### config.mk
export PLATFORM = sky130hd
export DESIGN_NAME = melody_player_flat
export DESIGN_NICKNAME = d
export VERILOG_FILES = /design/src/rtl/melody_pkg.sv /design/src/rtl/melody_player_if.sv /design/src/rtl/tone_gen.sv /design/src/rtl/melody_player.sv /design/src/flat_wrapper.sv
export SDC_FILE = /design/constraint.sdc
export NUM_CORES = 1
export LEC_CHECK = 0
export CAP_MARGIN = 20
export CORE_ASPECT_RATIO = 0.6
export CORE_UTILIZATION = 50
export CTS_CLUSTER_DIAMETER = 60
export DETAILED_ROUTE_END_ITERATION = 10
export DONT_BUFFER_PORTS = 1
export GPL_ROUTABILITY_DRIVEN = 0
export PLACE_DENSITY = 0.66
export SYNTH_ARGS = -nofsm -noshare
export SYNTH_HDL_FRONTEND = slang
export SYNTH_HIERARCHICAL = 1
export SYNTH_SLANG_ARGS = --single-unit
### constraint.sdc
create_clock -name clk -period 4.2 [get_ports clk]
set_clock_uncertainty 0.15 [all_clocks]
set_input_delay 1.05 -clock clk [delete_from_list [all_inputs] [get_ports clk]]
set_output_delay 1.05 -clock clk [all_outputs]
set_load 0.05 [all_outputs]
### src/rtl/melody_pkg.sv
// melody_pkg: pitch codes, frequency table, period helper, FSM states and ROM word layout
package melody_pkg;
  typedef enum logic [4:0] {
    REST, LOW_DO, LOW_RE, LOW_MI, LOW_FA, LOW_SO, LOW_LA, LOW_XI,
    MID_DO, MID_RE, MID_MI, MID_FA, MID_SO, MID_LA, MID_XI,
    HIGH_DO, HIGH_RE, HIGH_MI, HIGH_FA, HIGH_SO, HIGH_LA, HIGH_XI
  } pitch_t;
  typedef enum logic [2:0] {IDLE, FETCH, LOAD, PLAY, GAP} state_t;
  localparam int unsigned FREQ [7] = '{262, 294, 330, 349, 392, 440, 494};
  localparam int PITCH_LSB = 0;
  localparam int DUR_LSB = 5;
  // codes outside LOW_DO..HIGH_XI map to period 0, which the player treats as silence
  function automatic int unsigned pitch_period(int unsigned clk_hz, int unsigned code);
    if (code < int'(LOW_DO) || code > int'(HIGH_XI)) return 0;
    return clk_hz / (FREQ[(code - int'(LOW_DO)) % 7] << ((code - int'(LOW_DO)) / 7));
  endfunction
endpackage

### src/rtl/melody_player_if.sv
// melody_player_if: synchronous song ROM bus between player and board ROM
interface melody_player_if #(parameter int ADDR_W = 6);
  logic [ADDR_W-1:0] rom_addr;
  logic [8:0] rom_data;
  modport master(output rom_addr, input rom_data);
  modport slave(input rom_addr, output rom_data);
endinterface

### src/rtl/tone_gen.sv
// tone_gen: square-wave generator with programmable period and high time
module tone_gen #(
  parameter int P_W = 19
) (
  input  logic clk,
  input  logic rst,
  input  logic [P_W-1:0] period,
  input  logic [P_W-1:0] duty,
  input  logic enable,
  input  logic restart,
  output logic beep
);
  logic [P_W-1:0] cnt;
  always_ff @(posedge clk) begin
    if (rst) begin
      cnt <= '0;
      beep <= 1'b0;
    end else begin
      beep <= enable && (cnt < duty);
      cnt <= restart ? '0 : !enable ? cnt : (cnt == period - P_W'(1)) ? '0 : cnt + P_W'(1);
    end
  end
endmodule

### src/rtl/melody_player.sv
// melody_player: ROM-driven melody sequencer with loop, rests, gaps and duty select
module melody_player
  import melody_pkg::*;
#(
  parameter int CLK_HZ = 100_000_000,
  parameter int TICK_CYC = 25_000_000,
  parameter int GAP_CYC = 2_000_000,
  parameter int SONG_DEPTH = 64,
  parameter int ADDR_W = 6
) (
  input  logic clk,
  input  logic rst,
  input  logic start,
  input  logic stop,
  input  logic loop_en,
  input  logic [1:0] duty_sel,
  melody_player_if.master rom,
  output logic beep,
  output logic music_sd,
  output logic busy,
  output logic done,
  output logic [ADDR_W-1:0] note_idx
);
  localparam int P_W = $clog2(CLK_HZ / FREQ[0] + 1);
  localparam int C_W = $clog2((TICK_CYC > GAP_CYC ? TICK_CYC : GAP_CYC) + 1);
  state_t state;
  logic [P_W-1:0] ptab [32];
  logic [P_W-1:0] period, duty;
  logic [C_W-1:0] cnt;
  logic [3:0] units, dur;
  logic [4:0] pitch;
  logic loop_q, tick_end, play_last, gap_last, song_end, again;
  for (genvar i = 0; i < 32; i++) begin : g_tab
    assign ptab[i] = P_W'(pitch_period(CLK_HZ, i));
  end
  assign dur = rom.rom_data[DUR_LSB +: 4];
  assign pitch = rom.rom_data[PITCH_LSB +: 5];
  assign tick_end = cnt == C_W'(TICK_CYC - 1);
  assign play_last = state == PLAY && tick_end && units == 4'd1;
  assign gap_last = state == GAP && cnt == C_W'(GAP_CYC - 1);
  // the last ROM slot ends the song exactly like an explicit marker
  assign song_end = (state == LOAD && dur == 4'd0) || (gap_last && rom.rom_addr == ADDR_W'(SONG_DEPTH - 1));
  assign again = state == LOAD ? loop_en : loop_q;
  always_ff @(posedge clk) begin
    if (rst) begin
      period <= '0;
      duty <= '0;
      loop_q <= 1'b0;
    end else if (state == LOAD) begin
      period <= ptab[pitch];
      duty <= ptab[pitch] >> ({1'b0, duty_sel} + 3'd1);
      loop_q <= loop_en;
    end
  end
  always_ff @(posedge clk) begin
    done <= 1'b0;
    if (rst) begin
      state <= IDLE;
      rom.rom_addr <= '0;
      note_idx <= '0;
      busy <= 1'b0;
      music_sd <= 1'b0;
      cnt <= '0;
      units <= '0;
    end else if (stop) begin
      state <= IDLE;
      rom.rom_addr <= '0;
      busy <= 1'b0;
      music_sd <= 1'b0;
    end else if (song_end) begin
      if (again) begin
        state <= FETCH;
        rom.rom_addr <= '0;
      end else begin
        state <= IDLE;
        busy <= 1'b0;
        music_sd <= 1'b0;
        done <= 1'b1;
      end
    end else begin
      case (state)
        IDLE: if (start) begin
          state <= FETCH;
          rom.rom_addr <= '0;
          busy <= 1'b1;
          music_sd <= 1'b1;
        end
        FETCH: state <= LOAD;
        LOAD: begin
          state <= PLAY;
          note_idx <= rom.rom_addr;
          units <= dur;
          cnt <= '0;
        end
        PLAY: begin
          cnt <= tick_end ? '0 : cnt + C_W'(1);
          units <= tick_end ? units - 4'd1 : units;
          state <= play_last ? GAP : PLAY;
        end
        GAP: if (gap_last) begin
          state <= FETCH;
          rom.rom_addr <= rom.rom_addr + ADDR_W'(1);
        end else begin
          cnt <= cnt + C_W'(1);
        end
        default: state <= IDLE;
      endcase
    end
  end
  // silence the final PLAY cycle so the gap starts with beep low
  tone_gen #(.P_W(P_W)) u_tone (
    .clk(clk),
    .rst(rst),
    .period(period),
    .duty(duty),
    .enable(state == PLAY && !play_last && !stop),
    .restart(state == LOAD),
    .beep(beep)
  );
endmodule
### src/flat_wrapper.sv
// flat-port wrapper written by rule: the top's interface ports become plain ports
module melody_player_flat import melody_pkg::*;
#(
  parameter int CLK_HZ = 100_000_000,
  parameter int TICK_CYC = 25_000_000,
  parameter int GAP_CYC = 2_000_000,
  parameter int SONG_DEPTH = 64,
  parameter int ADDR_W = 6
)
  (clk, rst, start, stop, loop_en, duty_sel, beep, music_sd, busy, done, note_idx, rom_rom_addr, rom_rom_data);
  melody_player_if #(.ADDR_W(ADDR_W)) rom_i ();
  input  logic clk;
  input  logic rst;
  input  logic start;
  input  logic stop;
  input  logic loop_en;
  input  logic [1:0] duty_sel;
  output logic beep;
  output logic music_sd;
  output logic busy;
  output logic done;
  output logic [ADDR_W-1:0] note_idx;
  output wire logic [$bits(rom_i.rom_addr)-1:0] rom_rom_addr;
  input wire logic [$bits(rom_i.rom_data)-1:0] rom_rom_data;
  assign rom_rom_addr = rom_i.rom_addr;
  assign rom_i.rom_data = rom_rom_data;
  melody_player #(.CLK_HZ(CLK_HZ), .TICK_CYC(TICK_CYC), .GAP_CYC(GAP_CYC), .SONG_DEPTH(SONG_DEPTH), .ADDR_W(ADDR_W)) u_core (.clk(clk), .rst(rst), .start(start), .stop(stop), .loop_en(loop_en), .duty_sel(duty_sel), .rom(rom_i), .beep(beep), .music_sd(music_sd), .busy(busy), .done(done), .note_idx(note_idx));
endmodule
# Word-level counts from Yosys, hierarchy flattened

Memories as Yosys holds them, arrays and structs flattened.
Cells that the tools add are included.
Widths: inputs -> output; s select.

Shift operators: 1
$mul: 0
$lt $le $gt $ge: 2
Bitwise logic cells: 3
Reduce and logical (&&, ||, !) cells: 27
Add/subtract/negate cells: 6
Muxes and demuxes: 25
Equality and inequality tests: 15
Div/mod/pow operators: 0

Operators with widths:

| operator              | count |
|---|---|
| $pmux 25 s3           | 1 |
| $mux 19               | 3 |
| $mux 25               | 2 |
| $add 25x1->25 const B | 1 |
| $eq 25x21->1 const B  | 1 |
| $eq 25x25->1 const B  | 1 |
| $mux 6                | 4 |
| $add 19x1->19 const B | 1 |
| $eq 19x19->1          | 1 |
| $lt 19x19->1          | 1 |
| $shr 19x3->19         | 1 |
| $sub 19x1->19 const B | 1 |
| $pmux 3 s5            | 1 |
| $mux 3                | 4 |
| $pmux 6 s2            | 1 |
| $reduce_and 4->1      | 3 |
| $logic_and 1x1->1     | 8 |
| $pmux 4 s2            | 1 |
| $mux 1                | 7 |
| $add 6x1->6 const B   | 1 |
| $eq 3x2->1 const B    | 2 |
| $eq 6x6->1 const B    | 1 |
| $ge 6x6->1 const B    | 1 |
| $ne 2x2->1 const B    | 3 |
| other kinds (21)      | 28 |

Register bits after elaboration: 105
Memories: 1
Memory bits (writable): 0
Latch bits: 0
Memory bits (read-only): 608

Memory list:

| name             | depth | bits a word | rd ports | clocked after memory_dff | write ports | RTL line            | RTL |
|---|---|---|---|---|---|---|---|
| (name not given) | 32    | 19          | 1        | 0                        | 0           | melody_player.sv:50 | `period <= ptab[pitch];` |

# Depth between registers and ports, before layout

Depth in word-level cells: 7
Depth in mapped cells: 12
Depth with buffers taken out: 11

# Cells and area by module

Netlist, hierarchy kept.

By module, submodules not included:

| module        | cells an instance | instances | sequential area each (µm²) | area an instance (µm²) |
|---|---|---|---|---|
| melody_player | 600               | 1         | 1,681.6                    | 4,872.2 |
| tone_gen      | 252               | 1         | 400.4                      | 1,984.4 |

# Least setup slack after synthesis

OpenSTA, ideal clock, no wires.

Path kind: input to register
Start: input port stop
End: register u_core.units[0]
Data required time: 3,976 ps
Stages: 6
Arrival time: 2,727 ps
Setup slack: 1,249 ps
Path buffers: 0
Path through: or4b_2 -> o311a_1 -> a31oi_2 -> o211ai_4 -> or3_1 -> a31oi_1

Cells in the longest elaborated chain, start to end: 2

RTL lines:

| what                              | RTL line            | RTL |
|---|---|---|
| from (decl)                       | flat_wrapper.sv:15  | `input logic stop;` |
| $not 1->1 (no source line)        | --                  |  |
| $reduce_and 4->1 (no source line) | --                  |  |
| to (signal assigned)              | melody_player.sv:92 | `units <= dur;` |
| to (signal assigned)              | melody_player.sv:97 | `units <= tick_end ? units - 4'd1 : units;` |
| to (decl)                         | melody_player.sv:30 | `logic [3:0] units, dur;` |

No other way between the ends.
A chain may end at the register's enable or synchronous reset.

# Worst setup path in the final report

Start: register u_core.period[0]
End: register u_core.u_tone.cnt[6]

Cells in the longest elaborated chain, start to end: 3

RTL lines:

| what                 | RTL line            | RTL |
|---|---|---|
| from (decl)          | melody_player.sv:28 | `logic [P_W-1:0] period, duty;` |
| $sub 19x1->19        | tone_gen.sv:20      | `cnt <= restart ? '0 : !enable ? cnt : (cnt == period - P_W'(1)) ? '0 : cnt + P_W'(1);` |
| $eq 19x19->1         | tone_gen.sv:20      |  |
| $mux 19              | tone_gen.sv:20      |  |
| to (signal assigned) | tone_gen.sv:20      |  |
| to (decl)            | tone_gen.sv:13      | `logic [P_W-1:0] cnt;` |

No other way between the ends.

==> results.tsv <==
metric	value	unit
status	finished clean	
viasPerCell	6.352	
endpoint_kind	flop	
min_to	u_core/duty[7]	
tightest_slew	0.9883	ns
clock_sinks	104	
setup_violations	0	
crit_chain	inv_1 -> ha_1 -> or4b_4 -> or3_4 -> a2111o_1 -> a211o_1 -> o31ai_4 -> nor3_1	
max-clock-path-buffers	2	
maxCapViolCount	0	
r2r-start	u_core/period[0]	
synth_largest_area_cell	dfxtp_1	
cp.arrival	3.40	ns
grt_pass1_vias	5820	
syn_inst	852	
core-area	0.01309	sq mm
nFillCells	1181	
grt_pass1_wl	30.55	mm
r2r_cells	8	
holdWs	0.3111	ns
hp-class	reg -> reg	
cp-start-kind	flop	
area_growth_syn_to_layout	5.693	%
tns	0	ns
post-route-util	55.35	%
async_reset_ff_share	0	%
synthDistinctLibCells	82	
grt_max_degree	59	
postCtsSetupBuffers	0	
synth.avg_cell_area	8.048	sq um
holdPathStages	2	
synth.most_common_cell	nor2_1	
route.antenna.remaining_nets	0	
p_per_area	301.8	mW/mm^2
grt-ovfl-total	0	
synth_top_area_share	30.36	%
synth-seq-cells	104	
post_cts_resized	0	
portBuffers	0	
finalHoldViolCount	0	
slew_headroom	34.02	%
fmax	298.2	MHz
seqCellArea	0.002082	sq mm
cp_slowest_cell	o31ai_4	
r2r_slack	0.85	ns
synth_edf_count	0	
grt_antenna_before_repair	0	
clockRootBuffer	clkbuf_16	
ir_drop	0.1766	mV
die_area	0.01420	sq mm
synth_seq_area_share	30.36	%
ys_warn_count	6	
cts_buffers	9	
path_max_fanout	17	
n_antenna_cell	0	
multi_input_area	0.004444	sq mm
route.vias.total	6358	
fin_nets	871	
insertion_delay	0.34	ns
min_from	u_core/duty[7]	
period_minus_slack	3.353	ns
leakagePower	2.597	nW
drt-total-wl	18.45	mm
rsz0062_at_grt	no	
die_y	92.71	um
hpwl	13.63	mm
drc	0	
dr.pass1.iters	6	
cp_num_buf_inv	1	
synth-main-ff-cell	dfxtp_1	
cp_slowest_stage_delay	0.64	ns
clk_pin_slew_worst_paths	0.08	ns
htreeDepth	3	
slew_viol_final	0	
post-route-period-util	79.84	%
syn_nets	897	
track_usage	27.01	%
required	4.25	ns
drive_above_1_share	6.859	%
yosys-top-cells-count	nor2_1 (112), dfxtp_1 (104), nand2_1 (62)	
crit_type	reg -> reg	
initial_core_util	52.37	%
post_drt_wl_per_cell	18.43	um
synthTopCellsByArea	dfxtp_1 (30%), nor2_1 (6.1%), ha_1 (5.3%)	
worstReg2RegEnd	u_core/u_tone/cnt[6]	
cts_tree	done	
fp-row-count	32	
cts_hold_buf	0	
fp.dieW	153.2	um
crit_family	compound AO/OA/AOI/OAI gates	
drtIter0Drc	450	
ios	32	
syn-cell-area	0.006857	sq mm
-- cells by family after synthesis --
kind of cell	Yosys count	share of synthesized area, %
other	1	0.05469
and+or+nand+nor	371	28.78
muxes	28	4.872
xor gates and xnor gates	59	7.537
adders and majority gates	29	5.292
DFF	104	30.37
AOI/OAI and AO/OA	178	18.29
buffers and inverters	82	4.817
-- worst min-delay path: cells and delay by family, from the launching register on --
kind               cells  cell delay, ns
and+or+nand+nor        1            0.05
DFF                    1            0.31
AOI/OAI and AO/OA      1            0.05
-- power breakdown --
group,internal [W],switching (W),total (W)
logic,0.000114,0.000159,0.000273
registers,0.000996,0.0000185,0.00101
clock network,0.000483,0.000417,0.000900
-- how the worst max path moves through the flow --
| stage | from | endpoint | slack [ns] | depth (start not counted) |
|---|---|---|---|---|
| floorplan | stop | u_core/units[0] | 1.25 | 6 |
| global placement | stop | u_core/cnt[2] | 0.99 | 6 |
| detailed placement | u_core/period[0] | u_core/u_tone/cnt[6] | 0.88 | 8 |
| CTS | u_core/period[0] | u_core/u_tone/cnt[6] | 0.86 | 9 |
| global route | u_core/period[2] | u_core/u_tone/cnt[6] | 0.59 | 7 |
| finish | u_core/period[0] | u_core/u_tone/cnt[6] | 0.85 | 8 |
-- sequential cells by signal, indices dropped and copies added, names as in the netlist, 3 cells and up --
register             cells
u_core/cnt              25
u_core/period           19
u_core/u_tone/cnt       19
u_core/duty             18
u_core/note_idx          6
u_core/rom.rom_addr      6
u_core/units             4
u_core/state             3
-- layout by cell type, fill, tap and decap left out, types with 23 or more instances in the layout --
master,netlist,final
xor2_1,38,38
nand2b_1,27,27
nand2_1,62,62
nor3_1,23,23
nand3_1,25,25
ha_1,29,29
a211oi_1,24,24
a21oi_1,47,47
dfxtp_1,104,104
inv_1,38,38
nand4_1,29,29
nor2_1,112,112
-- metrics by stage --
step           instances  power (W)  setup slack (ns)  area (sq um)
2_1_floorplan        852   0.001267             1.249          6857
3_3_place_gp         985   0.001292            0.9858          6927
3_5_place_dp         985   0.001301            0.8776          6927
4_1_cts             1001   0.002201            0.8625          7247
5_1_grt             1001   0.002276            0.5858          7247
6_report            1001   0.002187            0.8467          7247
-- area by class of cell --
type	instances	share of cell area [%]
Tap cell	170	2.935
Clock buffer	9	3.108
Sequential cell	104	28.73
Timing Repair Buffer	5	0.5180
Inverter	40	2.072
Multi-Input combinational cell	666	61.33
Clock inverter	7	1.312
-- layer usage --
layer  share of wire [%]  global-route usage [%]
met1                  50                   41.11
met2                  40                   37.10
met3                 9.8                   7.534
met4                0.91                   5.051
met5                   0                       0
Power figures use the tool's default switching activity.
